--- config.mk ---
export PLATFORM = sky130hd
export DESIGN_NAME = count_event_monitor
export DESIGN_NICKNAME = d
export VERILOG_FILES = /design/src/rtl/count_event_monitor_pkg.sv /design/src/rtl/count_evt_fifo.sv /design/src/rtl/count_event_monitor.sv
export SDC_FILE = /design/constraint.sdc
export NUM_CORES = 1
export LEC_CHECK = 0
export ABC_AREA = 1
export ABC_CLOCK_PERIOD_IN_PS = 2800
export BUFFER_PORTS_ARGS = -buffer_cell sky130_fd_sc_hd__clkbuf_2
export CORE_ASPECT_RATIO = 0.75
export CORE_MARGIN = 2
export CORE_UTILIZATION = 27
export DETAILED_ROUTE_END_ITERATION = 10
export GPL_TIMING_DRIVEN = 0
export PLACE_DENSITY_LB_ADDON = 0.08
export REMOVE_ABC_BUFFERS = 1
export SLEW_MARGIN = 20
export SYNTH_ARGS = -nofsm -noshare
export SYNTH_HDL_FRONTEND = slang
export SYNTH_SLANG_ARGS = --single-unit
--- constraint.sdc ---
create_clock -name clk -period 2.8 [get_ports clk]
set_clock_uncertainty 0.05 [all_clocks]
set_input_delay 0.14 -clock clk [delete_from_list [all_inputs] [get_ports clk]]
set_output_delay 0.14 -clock clk [all_outputs]
set_load 0.05 [all_outputs]
--- src/rtl/count_event_monitor_pkg.sv ---
// Shared types for the counter event monitor.
// Event codes, queue payload and counter width.
package count_mon_pkg;

  localparam int CNT_W = 8;

  typedef enum logic [1:0] {
    EVT_WRAP_UP  = 2'd0,
    EVT_WRAP_DN  = 2'd1,
    EVT_CROSS_UP = 2'd2,
    EVT_CROSS_DN = 2'd3
  } evt_e;

  typedef struct packed {
    evt_e             code;
    logic [CNT_W-1:0] count;
  } evt_t;

endpackage

--- src/rtl/count_evt_fifo.sv ---
// First-word fall-through event queue, DEPTH entries.
// Ports: clk, reset, push/push_data, pop, pop_data, full, empty, level, drop.
module count_evt_fifo
  import count_mon_pkg::*;
#(
  parameter int  DEPTH = 4,
  parameter type T     = evt_t,
  localparam int AW    = $clog2(DEPTH),
  localparam int LW    = AW + 1
) (
  input  logic          clk,
  input  logic          reset,
  input  logic          push,
  input  T              push_data,
  input  logic          pop,
  output T              pop_data,
  output logic          full,
  output logic          empty,
  output logic [LW-1:0] level,
  output logic          drop
);

  logic [AW-1:0] wr_q, wr_d;
  logic [AW-1:0] rd_q, rd_d;
  logic [LW-1:0] lvl_q, lvl_d;
  T              mem_q [DEPTH];
  T              mem_d [DEPTH];

  logic do_pop;
  logic do_push;

  assign full  = (lvl_q == LW'(DEPTH));
  assign empty = (lvl_q == '0);
  assign level = lvl_q;

  // A full queue still takes a push when the head leaves this cycle.
  assign do_pop  = pop && !empty;
  assign do_push = push && (!full || do_pop);
  assign drop    = push && !do_push;

  always_comb begin
    pop_data = '0;
    if (!empty) begin
      pop_data = mem_q[rd_q];
    end
  end

  always_comb begin
    mem_d = mem_q;
    wr_d  = wr_q;
    rd_d  = rd_q;
    lvl_d = lvl_q;
    if (do_push) begin
      mem_d[wr_q] = push_data;
      wr_d        = wr_q + AW'(1);
    end
    if (do_pop) begin
      rd_d = rd_q + AW'(1);
    end
    lvl_d = lvl_q + LW'(do_push) - LW'(do_pop);
  end

  always_ff @(posedge clk) begin
    if (reset) begin
      wr_q  <= '0;
      rd_q  <= '0;
      lvl_q <= '0;
      for (int i = 0; i < DEPTH; i++) begin
        mem_q[i] <= '0;
      end
    end else begin
      wr_q  <= wr_d;
      rd_q  <= rd_d;
      lvl_q <= lvl_d;
      mem_q <= mem_d;
    end
  end

endmodule

--- src/rtl/count_event_monitor.sv ---
// Observer of the 8-bit up/down counter: wrap/cross events, wrap tally,
// drop tally, sticky step error. Ports: clk, reset, cnt_* in, evt_* queue.
module count_event_monitor
  import count_mon_pkg::*;
#(
  parameter int DEPTH = 4
) (
  input  logic                    clk,
  input  logic                    reset,
  input  logic [7:0]              cnt_out,
  input  logic                    cnt_up_down,
  input  logic                    cnt_reset,
  input  logic [7:0]              threshold,
  input  logic                    evt_ready,
  output logic                    evt_valid,
  output logic [1:0]              evt_code,
  output logic [7:0]              evt_count,
  output logic [15:0]             wrap_cnt,
  output logic [7:0]              drop_cnt,
  output logic                    step_err,
  output logic [$clog2(DEPTH):0]  level
);

  logic [CNT_W-1:0] prev_cnt_q, prev_cnt_d;
  logic             prev_ud_q, prev_ud_d;
  logic             prev_rst_q, prev_rst_d;
  logic             prev_vld_q, prev_vld_d;
  logic             step_err_q, step_err_d;
  logic [15:0]      wrap_cnt_q, wrap_cnt_d;
  logic [7:0]       drop_cnt_q, drop_cnt_d;

  logic [CNT_W-1:0] exp_cnt;
  logic             wrap_up, wrap_dn, cross_up, cross_dn;
  logic             evt_hit;
  evt_t             evt_new;
  evt_t             head;
  logic             q_full, q_empty, q_drop;

  always_comb begin
    exp_cnt  = '0;
    if (!prev_rst_q) begin
      exp_cnt = prev_ud_q ? prev_cnt_q + 8'd1 : prev_cnt_q - 8'd1;
    end
    // A counter reset from 255 lands on 0 but is not a wrap.
    wrap_up  = (prev_cnt_q == 8'hFF) && (cnt_out == 8'h00) && !prev_rst_q;
    wrap_dn  = (prev_cnt_q == 8'h00) && (cnt_out == 8'hFF);
    cross_up = (prev_cnt_q < threshold) && (threshold <= cnt_out);
    cross_dn = (cnt_out < threshold) && (threshold <= prev_cnt_q);

    evt_hit       = 1'b0;
    evt_new.code  = EVT_WRAP_UP;
    evt_new.count = cnt_out;
    if (prev_vld_q) begin
      priority case (1'b1)
        wrap_up: begin
          evt_hit      = 1'b1;
          evt_new.code = EVT_WRAP_UP;
        end
        wrap_dn: begin
          evt_hit      = 1'b1;
          evt_new.code = EVT_WRAP_DN;
        end
        cross_up: begin
          evt_hit      = 1'b1;
          evt_new.code = EVT_CROSS_UP;
        end
        cross_dn: begin
          evt_hit      = 1'b1;
          evt_new.code = EVT_CROSS_DN;
        end
        default: evt_hit = 1'b0;
      endcase
    end
  end

  always_comb begin
    prev_cnt_d = cnt_out;
    prev_ud_d  = cnt_up_down;
    prev_rst_d = cnt_reset;
    prev_vld_d = 1'b1;
    step_err_d = step_err_q;
    wrap_cnt_d = wrap_cnt_q;
    drop_cnt_d = drop_cnt_q;
    if (prev_vld_q && (cnt_out != exp_cnt)) begin
      step_err_d = 1'b1;
    end
    if (prev_vld_q && (wrap_up || wrap_dn) && (wrap_cnt_q != 16'hFFFF)) begin
      wrap_cnt_d = wrap_cnt_q + 16'd1;
    end
    if (q_drop && (drop_cnt_q != 8'hFF)) begin
      drop_cnt_d = drop_cnt_q + 8'd1;
    end
  end

  always_ff @(posedge clk) begin
    if (reset) begin
      prev_cnt_q <= '0;
      prev_ud_q  <= 1'b0;
      prev_rst_q <= 1'b0;
      prev_vld_q <= 1'b0;
      step_err_q <= 1'b0;
      wrap_cnt_q <= '0;
      drop_cnt_q <= '0;
    end else begin
      prev_cnt_q <= prev_cnt_d;
      prev_ud_q  <= prev_ud_d;
      prev_rst_q <= prev_rst_d;
      prev_vld_q <= prev_vld_d;
      step_err_q <= step_err_d;
      wrap_cnt_q <= wrap_cnt_d;
      drop_cnt_q <= drop_cnt_d;
    end
  end

  count_evt_fifo #(
    .DEPTH (DEPTH),
    .T     (evt_t)
  ) u_fifo (
    .clk       (clk),
    .reset     (reset),
    .push      (evt_hit),
    .push_data (evt_new),
    .pop       (evt_ready),
    .pop_data  (head),
    .full      (q_full),
    .empty     (q_empty),
    .level     (level),
    .drop      (q_drop)
  );

  assign evt_valid = !q_empty;
  assign evt_code  = head.code;
  assign evt_count = head.count;
  assign wrap_cnt  = wrap_cnt_q;
  assign drop_cnt  = drop_cnt_q;
  assign step_err  = step_err_q;

endmodule

# Yosys cells after proc, flatten, opt, wreduce, memory -nomap -nowiden
# Index checks and enable logic that the tools add are counted.
[word_totals] in_bits=21 ff_bits=83 output_inout_bits=39 word_cells=83
[op_classes] reduce_logical=22 add_sub_neg=8 magnitude_cmp=7 n_mux=20 bitwise=2 n_eq_ne=6
[ops] op="40-bit bitwise mux" count=1
[ops] op="10-bit 2-to-1 mux" count=4
[ops] op="10-bit binary-select mux with 2-bit select" count=1
[ops] op="10-bit demux with 2-bit select" count=1
[ops] op="16-bit by 1-bit adder with 16-bit output (second input constant)" count=1
[ops] op="8-bit by 1-bit adder with 8-bit output (second input constant)" count=2
[ops] op="8-bit equality test (second input constant)" count=2
[ops] op="8-bit <= comparator" count=2
[ops] op="8-bit zero test" count=2
[ops] op="8-bit less-than comparator" count=2
[ops] op="8-bit 2-to-1 mux" count=2
[ops] op="16-bit != test (second input constant)" count=1
[ops] op="1-bit logical AND" count=13
[ops] op="2-bit 2-to-1 mux" count=5
[ops] op="8-bit != test" count=1
[ops] op="8-bit != test (second input constant)" count=1
[ops] op="8-bit by 1-bit subtractor with 8-bit output (second input constant)" count=1
[ops] op="3-bit greater-or-equal comparator (second input constant)" count=2
[ops] op="1-bit 2-to-1 mux" count=6
[ops] op="2-bit NOT with 3-bit output" count=2
[ops] op="2-bit by 1-bit adder with 2-bit output (second input constant)" count=2
[ops] op="1-bit zero test" count=4
[ops] op="3-bit by 1-bit adder with 3-bit output" count=1
[ops] op="3-bit equality test (second input constant)" count=1
[ops] op="4 further kinds" count=5

# Longest topological paths before layout
# Gate-level depths: netlist (run 1).
[depth] word_depth=11 depth_mapped=22 depth_no_buf=22

# By module
# Synthesis (run 1) repeated with hierarchy kept, for this count alone.
[hier_totals] hier_cells=849 area_unflattened_um2=5551.6
[modules_own_cells] module="count_evt_fifo" area_each_um2=2816.5 n_inst=1 cells_each=423 seq_area_each_um2=940.9
[modules_own_cells] module="count_event_monitor" area_each_um2=2735.1 n_inst=1 cells_each=426 seq_area_each_um2=720.7

# Least setup slack after synthesis (run 1)
# Ideal clock, no wire load.
[synth_timing] kind="reg-to-reg" start="register u_fifo.lvl_q[1], in the netlist u_fifo.level[1]" end="register u_fifo.lvl_q[2], in the netlist u_fifo.level[2]" synth_period_minus_slack_ns=2.873 t_required_ns=2.602 n_path_buf=0 path_stages_with_launch=13 arrival_time_ns=2.675 setup_ns=0.148 setup_slack_ns=-0.073 cell_sequence="dfxtp_1 nor2_1 nand2_1 inv_1 nor2_1 ha_1 inv_1 ha_1 inv_1 fa_1 xor2_1 o21ai_0 a21oi_1"
[synth_via] elab_chain_cells=7 elab_cells_between_ends=9 cone_classes="add/sub (2); eq/ne (1); reduce/logical (6)"
[synth_rtl] element="start: declaration" line_no="count_evt_fifo.sv:25" text="logic [LW-1:0] lvl_q, lvl_d;"
[synth_rtl] element="start signal: assignment" line_no="count_evt_fifo.sv:74" text="lvl_q <= lvl_d;"
[synth_rtl] element="3-bit zero test (*)" line_no="count_evt_fifo.sv:33" text="assign empty = (lvl_q == '0);"
[synth_rtl] element="1-bit zero test (*)"
[synth_rtl] element="named net evt_valid" line_no="count_event_monitor.sv:15" text="output logic evt_valid,"
[synth_rtl] element="1-bit logical AND (*)" line_no="count_evt_fifo.sv:37" text="assign do_pop = pop && !empty;"
[synth_rtl] element="named net u_fifo.do_pop" line_no="count_evt_fifo.sv:29" text="logic do_pop;"
[synth_rtl] element="1-bit logical OR" line_no="count_evt_fifo.sv:38" text="assign do_push = push && (!full || do_pop);"
[synth_rtl] element="1-bit logical AND" line_no="count_evt_fifo.sv:38"
[synth_rtl] element="3-bit by 1-bit adder with 3-bit output" line_no="count_evt_fifo.sv:60" text="lvl_d = lvl_q + LW'(do_push) - LW'(do_pop);"
[synth_rtl] element="3-bit by 1-bit subtractor with 3-bit output (*)" line_no="count_evt_fifo.sv:60"
# The timed path passes the listed nets; every way through them passes the cells marked *.
# A chain may end at the register's enable or synchronous reset.

# Worst setup path after layout (run 1)
[layout_timing] start="register prev_cnt_q[5]" end="register u_fifo.lvl_q[2], in the netlist u_fifo.level[2]"
[layout_via] elab_chain_cells=10 elab_cells_between_ends=17 cone_classes="add/sub (2); order compare (2); eq/ne (1); mux (5); reduce/logical (7)"
[layout_rtl] element="start: declaration" line_no="count_event_monitor.sv:24" text="logic [CNT_W-1:0] prev_cnt_q, prev_cnt_d;"
[layout_rtl] element="start signal: assignment" line_no="count_event_monitor.sv:105" text="prev_cnt_q <= prev_cnt_d;"
[layout_rtl] element="8-bit <= comparator" line_no="count_event_monitor.sv:48" text="cross_dn = (cnt_out < threshold) && (threshold <= prev_cnt_q);"
[layout_rtl] element="1-bit logical AND" line_no="count_event_monitor.sv:48"
[layout_rtl] element="1-bit 2-to-1 mux (3 in a row)" line_no="count_event_monitor.sv:54" text="priority case (1'b1)"
[layout_rtl] element="1-bit 2-to-1 mux (*)" line_no="count_event_monitor.sv:54"
[layout_rtl] element="1-bit 2-to-1 mux (*)" line_no="count_event_monitor.sv:53" text="if (prev_vld_q) begin"
[layout_rtl] element="1-bit logical AND (*)" line_no="count_evt_fifo.sv:38"
[layout_rtl] element="named net u_fifo.do_push" line_no="count_evt_fifo.sv:30" text="logic do_push;"
[layout_rtl] element="3-bit by 1-bit adder with 3-bit output (*)" line_no="count_evt_fifo.sv:60"
[layout_rtl] element="3-bit by 1-bit subtractor with 3-bit output (*)" line_no="count_evt_fifo.sv:60"
# Marked as above.

==> reports/qor.csv, run 1 <==
stage;metric;value;unit
layout;Nets;920;
global_route;vias in the first global route;4398;
sta;setup violators final;0;
critical_path;critical path class;reg2reg;
synthesis;Compound-Gate Fraction of Synth Area;10.3;%
routing;via/cell ratio;4.34;
clocking;Max clock buf depth;2;
routing;Avg WL per Cell;13.0;µm
placed_design;Post-DP HPWL;10.1;mm
clocking;cts bufs inserted;9;
routing;DRT Pass-1 Iters;6;
layout;layout cell share with drive strength beyond 1;14.6;%
hold_path;Hold Crit Class;in2reg;
synthesis;Avg Cell Area, Syn;6.33;µm²
die;Core Box Area;0.0187;mm²
die;Chip Width;164;µm
run_status;status;finished clean;
synthesis;EDFF count, synth;0;
clocking;CTS tree;built;
global_route;largest net degree at the start of global routing;52;
die;die area;0.0203;mm²
synthesis;synthesized flop and latch total;83;
synthesis;Post-Synthesis Cells;819;
synthesis;Adder-Cell Fraction of Synth Area;8.01;%
die;Chip Height;124;µm
critical_path;WP data arrival;2.84;ns
sta;final hold viol count;0;
routing;initial drt markers;333;
global_route;antenna violations before repair;0;
hold_path;Worst Hold Depth;4;
sta;Least-Margin Pin Slew;0.904;ns
critical_path;Critical Path Sink Type;register;
synthesis;Yosys warning total;0;
critical_path;critical path peak fanout;3;
die;Site Rows;43;
die;Initial Utilization;27.8;%
layout;final instance area;0.00612;mm²
routing;DRC;0;
placed_design;routability cong.;0.777;
pwr;pwr dens;626;mW/mm²
placed_design;Port Buffers;59;
sta;Fmax;383;MHz
pwr;static leakage;0.00291;µW
pwr;Peak supply drop;0.000340;V
synthesis;post-synth cell types;34;
synthesis;Post-Synth Simple-Gate Area;34.3;%
layout;Area Growth Syn to Fin;18.0;%
clocking;worst skew pair latency;0.35;ns
global_route;first-pass GRT wire length;23.3;mm
critical_path;Startpoint Class;register;
layout;fillers;2066;
synthesis;ys async rst share;0;%
routing;post-route ant nets;0;
sta;Final TNS setup;0;ns
sta;min cycle time layout;2.61;ns
global_route;Total GRT Usage;14.9;%
sta;RSZ-0062 raised after global routing;yes;
routing;Total Wirelength;14.5;mm
sta;max_slew headroom;39.7;%
synthesis;largest family of logic cells by synthesized area;simple AND/OR/NAND/NOR gates;
sta;Final Slew Violations;0;
clocking;clk slew on worst S/H paths;0.07;ns
layout;fin util;32.8;%
synthesis;Seq/Total Area, Yosys;32.0;%
sta;Tcrit/Tclk final;93.2;%
layout;diode count;0;
synthesis;leading register cell type out of synthesis;dfxtp_1;
flow_run;max-cap violation count;0;
placed_design;placed inst area;0.00563;mm²
die;Ports;60;
critical_path;CP required;3.03;ns
routing;vias post-DR;4857;
critical_path;r2r worst-path depth;19;
synthesis;Post-Synth XOR/XNOR Area;3.04;%
clocking;CTS H-tree depth;3;
clocking;TritonCTS Sinks;83;
global_route;total congestion overflow;0;
clocking;CTS root buffer;clkbuf_16;
synthesis;Netlist Area Pre-Place;0.00519;mm²
synthesis;mux contribution to synthesized area;0;%
flip-flops by register name, summed over array words and instances, names as in the netlist:
name          cells
u_fifo.mem_q     40
wrap_cnt         16
drop_cnt          8
prev_cnt_q        8
u_fifo.level      3
u_fifo.rd_q       2
u_fifo.wr_q       2
prev_rst_q        1
prev_ud_q         1
prev_vld_q        1
step_err          1
cell usage after synthesis (2+ instances only):
library cell	count	area share, %
a21o_1	2	0.29
buf_2	12	1.2
nor2_1	139	10
nand2_1	205	15
nand3_4	2	0.68
fa_1	2	0.77
nor3_2	2	0.39
buf_4	3	0.43
xnor2_1	7	1.2
inv_2	6	0.43
o21a_1	2	0.29
nor4_1	3	0.36
nand2_2	2	0.24
nand3_1	36	3.5
buf_6	2	0.43
dfxtp_1	83	32
a21oi_1	65	6.3
xor2_1	11	1.9
o21ai_0	33	3.2
nand3_2	3	0.58
nand4_1	18	2.2
clkbuf_1	14	1.0
inv_1	116	8.4
nor3_1	10	0.96
ha_1	30	7.2
clkinv_1	3	0.22
per-layer routing:
layer	GRT usage, %	wire length, µm	vias to the layer above
li1	-	-	2652
met1	21.2	7770	2125
met5	0	0	-
met2	22.5	6060	71
met4	3.62	140	0
met3	3.40	584	9
kinds of logic (layout without fill, tap and decap cells):
| kind of cell | count (synthesis) | after routing |
|---|---|---|
| simple gates | 424 | 424 |
| buf+inv | 158 | 211 |
| compound gates | 104 | 104 |
| flops | 83 | 83 |
| fa+ha+maj | 32 | 32 |
| xor+xnor | 18 | 18 |
path summary, 6_finish.rpt:
kind	from	endpoint	slack, ns
worst max register to register	prev_cnt_q[5]	u_fifo.level[2]	0.19
worst max-delay path	prev_cnt_q[5]	u_fifo.level[2]	0.19
worst min register to register	step_err	step_err	0.40
worst min-delay path	evt_ready	u_fifo.rd_q[0]	0.14
metrics by stage:
stage               cells  hold slack, ns  power, µW  setup slack [ns]
floorplan             786           0.157       2200            -0.253
CTS                  1111           0.131       3840            0.0137
global placement     1092           0.289       2540            -0.304
global route         1119           0.163       4080           -0.0196
finish               1119           0.136       3830             0.191
detailed placement   1092           0.285       2530            -0.317
area by class of cell:
type | count | area, µm² | area share [%]
multi-input combinational | 578 | 2950 | 48.2
inverter | 125 | 477 | 7.79
clock inverter | 7 | 88.8 | 1.45
tap | 247 | 309 | 5.05
timing repair buffer | 70 | 383 | 6.26
sequential | 83 | 1690 | 27.5
clock buffer | 9 | 225 | 3.68
placed cells by master, fill, tap and decap left out, types with 18 or more instances in the layout:
master | netlist | routed
a21oi_1 | 65 | 65
clkbuf_2 | 1 | 59
dfxtp_1 | 83 | 74
ha_1 | 30 | 28
inv_1 | 116 | 113
nand2_1 | 205 | 201
nand3_1 | 36 | 34
nand4_1 | 18 | 18
nor2_1 | 139 | 136
o21ai_0 | 33 | 32
where the power goes:
part	leakage (µW)	internal (µW)	switching (µW)	total (µW)
clock	0.000149	707	562	1270
sequential	0.000680	1270	98.5	1360
combinational	0.00209	344	856	1200
total	0.00291	2320	1520	3830
repair_timing:
action,4_1_cts,5_1_grt
setup buffers,1,8
setup endpoints to repair,11,31
pin swaps,1,2
gates resized for setup,13,19
hold buffers,2,0
hold endpoints to repair,2,0
worst max-delay path: stages (launching register included):
cell and delay (ns):
dfxtp_2 0.35, inv_1 0.06, ha_1 0.29, a21oi_1 0.13, nor2_1 0.06, nor2_2 0.08, nand2_1 0.07, nand2_2 0.08
inv_1 0.06, nand2_2 0.07, nand3_2 0.08, nand2_4 0.10, nand2_2 0.06, inv_2 0.08, ha_1 0.14, inv_1 0.05
fa_2 0.34, xor2_2 0.16, buf_4 0.13, a21oi_1 0.12
Note: power is estimated with default switching activity, not from simulation.
==> run 2: changes to the inputs <==
--- a/config.mk
+++ b/config.mk
@@ -8,6 +8,8 @@
 export ABC_AREA = 1
 export ABC_CLOCK_PERIOD_IN_PS = 2800
 export BUFFER_PORTS_ARGS = -buffer_cell sky130_fd_sc_hd__clkbuf_2
+export CELL_PAD_IN_SITES_DETAIL_PLACEMENT = 1
+export CELL_PAD_IN_SITES_GLOBAL_PLACEMENT = 2
 export CORE_ASPECT_RATIO = 0.75
 export CORE_MARGIN = 2
 export CORE_UTILIZATION = 27
==> run 2 against run 1 <==
Effect of this change: global-route usage grew 1.9 points; clock-buffer cell count up 1; clock power is essentially flat; maximum frequency down 1.6%; critical endpoint unchanged.
==> reports/qor.csv, run 2 (same netlist as run 1, synthesis figures left out) <==
stage;metric;value;unit;change
clocking;CTS H-tree depth;3;;unchanged
global_route;antenna violations before repair;1;;+1
critical_path;critical path class;reg2reg;;
placed_design;routability cong.;0.828;;+6.6%
flow_run;max-cap violation count;0;;unchanged
routing;Total Wirelength;16.2;mm;+12%
placed_design;dpl cells;1092;;unchanged
clocking;CTS tree;built;;
global_route;vias in the first global route;5227;;+19%
critical_path;CP required;2.98;ns;-0.05 ns
die;Site Rows;43;;unchanged
layout;most frequent cells in the layout;nand2_1, nor2_1, inv_1, dfxtp_1, a21oi_1;;
critical_path;critical path peak fanout;4;;+1
global_route;largest net degree at the start of global routing;52;;unchanged
sta;Least-Margin Pin Slew;0.897;ns;-0.00670 ns
die;die area;0.0203;mm²;unchanged
sta;max_slew headroom;40.1;%;+0.45 points
critical_path;Startpoint Class;register;;
layout;Area Growth Syn to Fin;16.7;%;
routing;DRC;0;;unchanged
layout;most common cell after layout, fill and taps aside;nand2_1;;
layout;Nets;913;;-0.76%
pwr;Peak supply drop;0.000329;V;-3.3%
routing;via/cell ratio;4.60;;+5.9%
critical_path;critical-path cell list;inv_1, ha_1, nand2_1, nor2_2, nand4_1, nand2_2, inv_1, nand2_2, nand3_2, nand2_4, nand2_2, inv_2, ha_1, inv_1, fa_2, xor2_2, o21ai_1, a21oi_1;;
sta;Tcrit/Tclk final;94.7;%;+1.5 points
critical_path;slowest CP cell;dfxtp_2;;
die;Chip Height;124;µm;unchanged
run_status;status;finished clean;;
global_route;total congestion overflow;0;;unchanged
critical_path;WP data arrival;2.83;ns;about the same
sta;Min Hold Slack;0.150;ns;+0.0138 ns
sta;min cycle time layout;2.65;ns;+0.0428 ns
sta;Fmax;377;MHz;-1.6%
critical_path;max incr delay on CP;0.37;ns;+0.02 ns
hold_path;Hold Crit Class;in2reg;;
clocking;Max clock buf depth;2;;unchanged
clocking;cts bufs inserted;9;;unchanged
routing;vias post-DR;5110;;+5.2%
routing;Avg WL per Cell;14.6;µm;+12%
routing;post-route ant nets;0;;unchanged
routing;initial drt markers;202;;-39%
layout;max FFs per register;40;;unchanged
layout;Largest Register;u_fifo.mem_q;;
clocking;clk slew on worst S/H paths;0.07;ns;about the same
sta;Final Slew Violations;0;;unchanged
layout;layout cell share with drive strength beyond 1;13.3;%;-1.3 points
clocking;worst skew pair latency;0.35;ns;about the same
die;Core Box Area;0.0187;mm²;unchanged
clocking;CTS root buffer;clkbuf_16;;
placed_design;Post-DP HPWL;11.7;mm;+16%
sta;setup violators final;0;;unchanged
placed_design;Port Buffers;59;;unchanged
layout;diode count;0;;unchanged
critical_path;Critical Path Sink Type;register;;
layout;non-filler cells, final;1112;;-0.63%
sta;final hold viol count;0;;unchanged
sta;RSZ-0062 raised after global routing;yes;;
die;Initial Utilization;27.8;%;unchanged
pwr;pwr dens;633;mW/mm²;+1.0%
routing;DRT Pass-1 Iters;4;;-2
die;Ports;60;;unchanged
global_route;first-pass GRT wire length;26.4;mm;+14%
pwr;static leakage;0.00288;µW;-1.1%
layout;fin util;32.4;%;-0.37 points
die;Chip Width;164;µm;unchanged
clocking;TritonCTS Sinks;83;;unchanged
global_route;Total GRT Usage;16.8;%;+1.9 points
-- run 2: cell types whose count changed in the layout (fill, tap and decap cells not counted), sizes merged --
cell and change:
buf -7, clkinv -3, inv +2, clkbuf +1
-- run 2: routing by layer --
layer  vias up  wire length, µm  GRT usage (%)  share of wire [%]
li1       2630                -              -                  -
met1      2430             8190           21.6                 50
met2        45             7630           29.6                 47
met3         5              332           2.80                2.0
met4         0               74           3.84               0.46
met5         -                0              0                  0
-- run 2: power breakdown --
group	internal, µW	switching, µW
Combinational	322	871
Sequential	1270	99.8
Clock	725	545
-- run 2: per-stage QoR --
step,cell area (µm²),worst slack (ns),power [µW],TNS (ns)
3_3_place_gp,5630,-0.352,2530,-0.521
5_1_grt,6050,-0.0728,4080,-0.0728
3_5_place_dp,5630,-0.420,2560,-0.700
4_1_cts,6010,0.0284,3870,0
6_report,6050,0.148,3830,0
2_1_floorplan,5020,-0.253,2200,-0.254
-- run 2: area by class of cell --
type / count / area [µm²]
Inverter: 125 / 473
Tap cell: 247 / 309
Clock inverter: 6 / 70.1
Timing Repair Buffer: 63 / 330
Sequential cell: 83 / 1680
Multi-Input combinational cell: 578 / 2950
Clock buffer: 10 / 239
Fill cell: 2401 / 12600
-- run 2: critical path: cells and delay by family (launching register included) --
family	cells	cell delay (ns)
compound gates	2	0.18
fa+ha+maj	3	0.77
simple gates	8	0.75
xor+xnor	1	0.16
buf+inv	4	0.25
flops	1	0.37
-- run 2: what timing repair did --
item / 4_1_cts / 5_1_grt
gates cloned: 0 / 0
gates resized for setup: 18 / 9
endpoints found under the setup margin: 26 / 31
hold endpoints to repair: 2 / 0
setup buffers: 1 / 1
hold buffers: 2 / 0
pin swaps: 1 / 1
-- run 2: final timing paths --
path / to / slack, ns / depth (start not counted) / from
min reg2reg: step_err / 0.45 / 2 / step_err
max: u_fifo.level[2] / 0.15 / 18 / prev_cnt_q[7]
min: prev_cnt_q[2] / 0.15 / 3 / cnt_out[2]
max reg2reg: u_fifo.level[2] / 0.15 / 18 / prev_cnt_q[7]
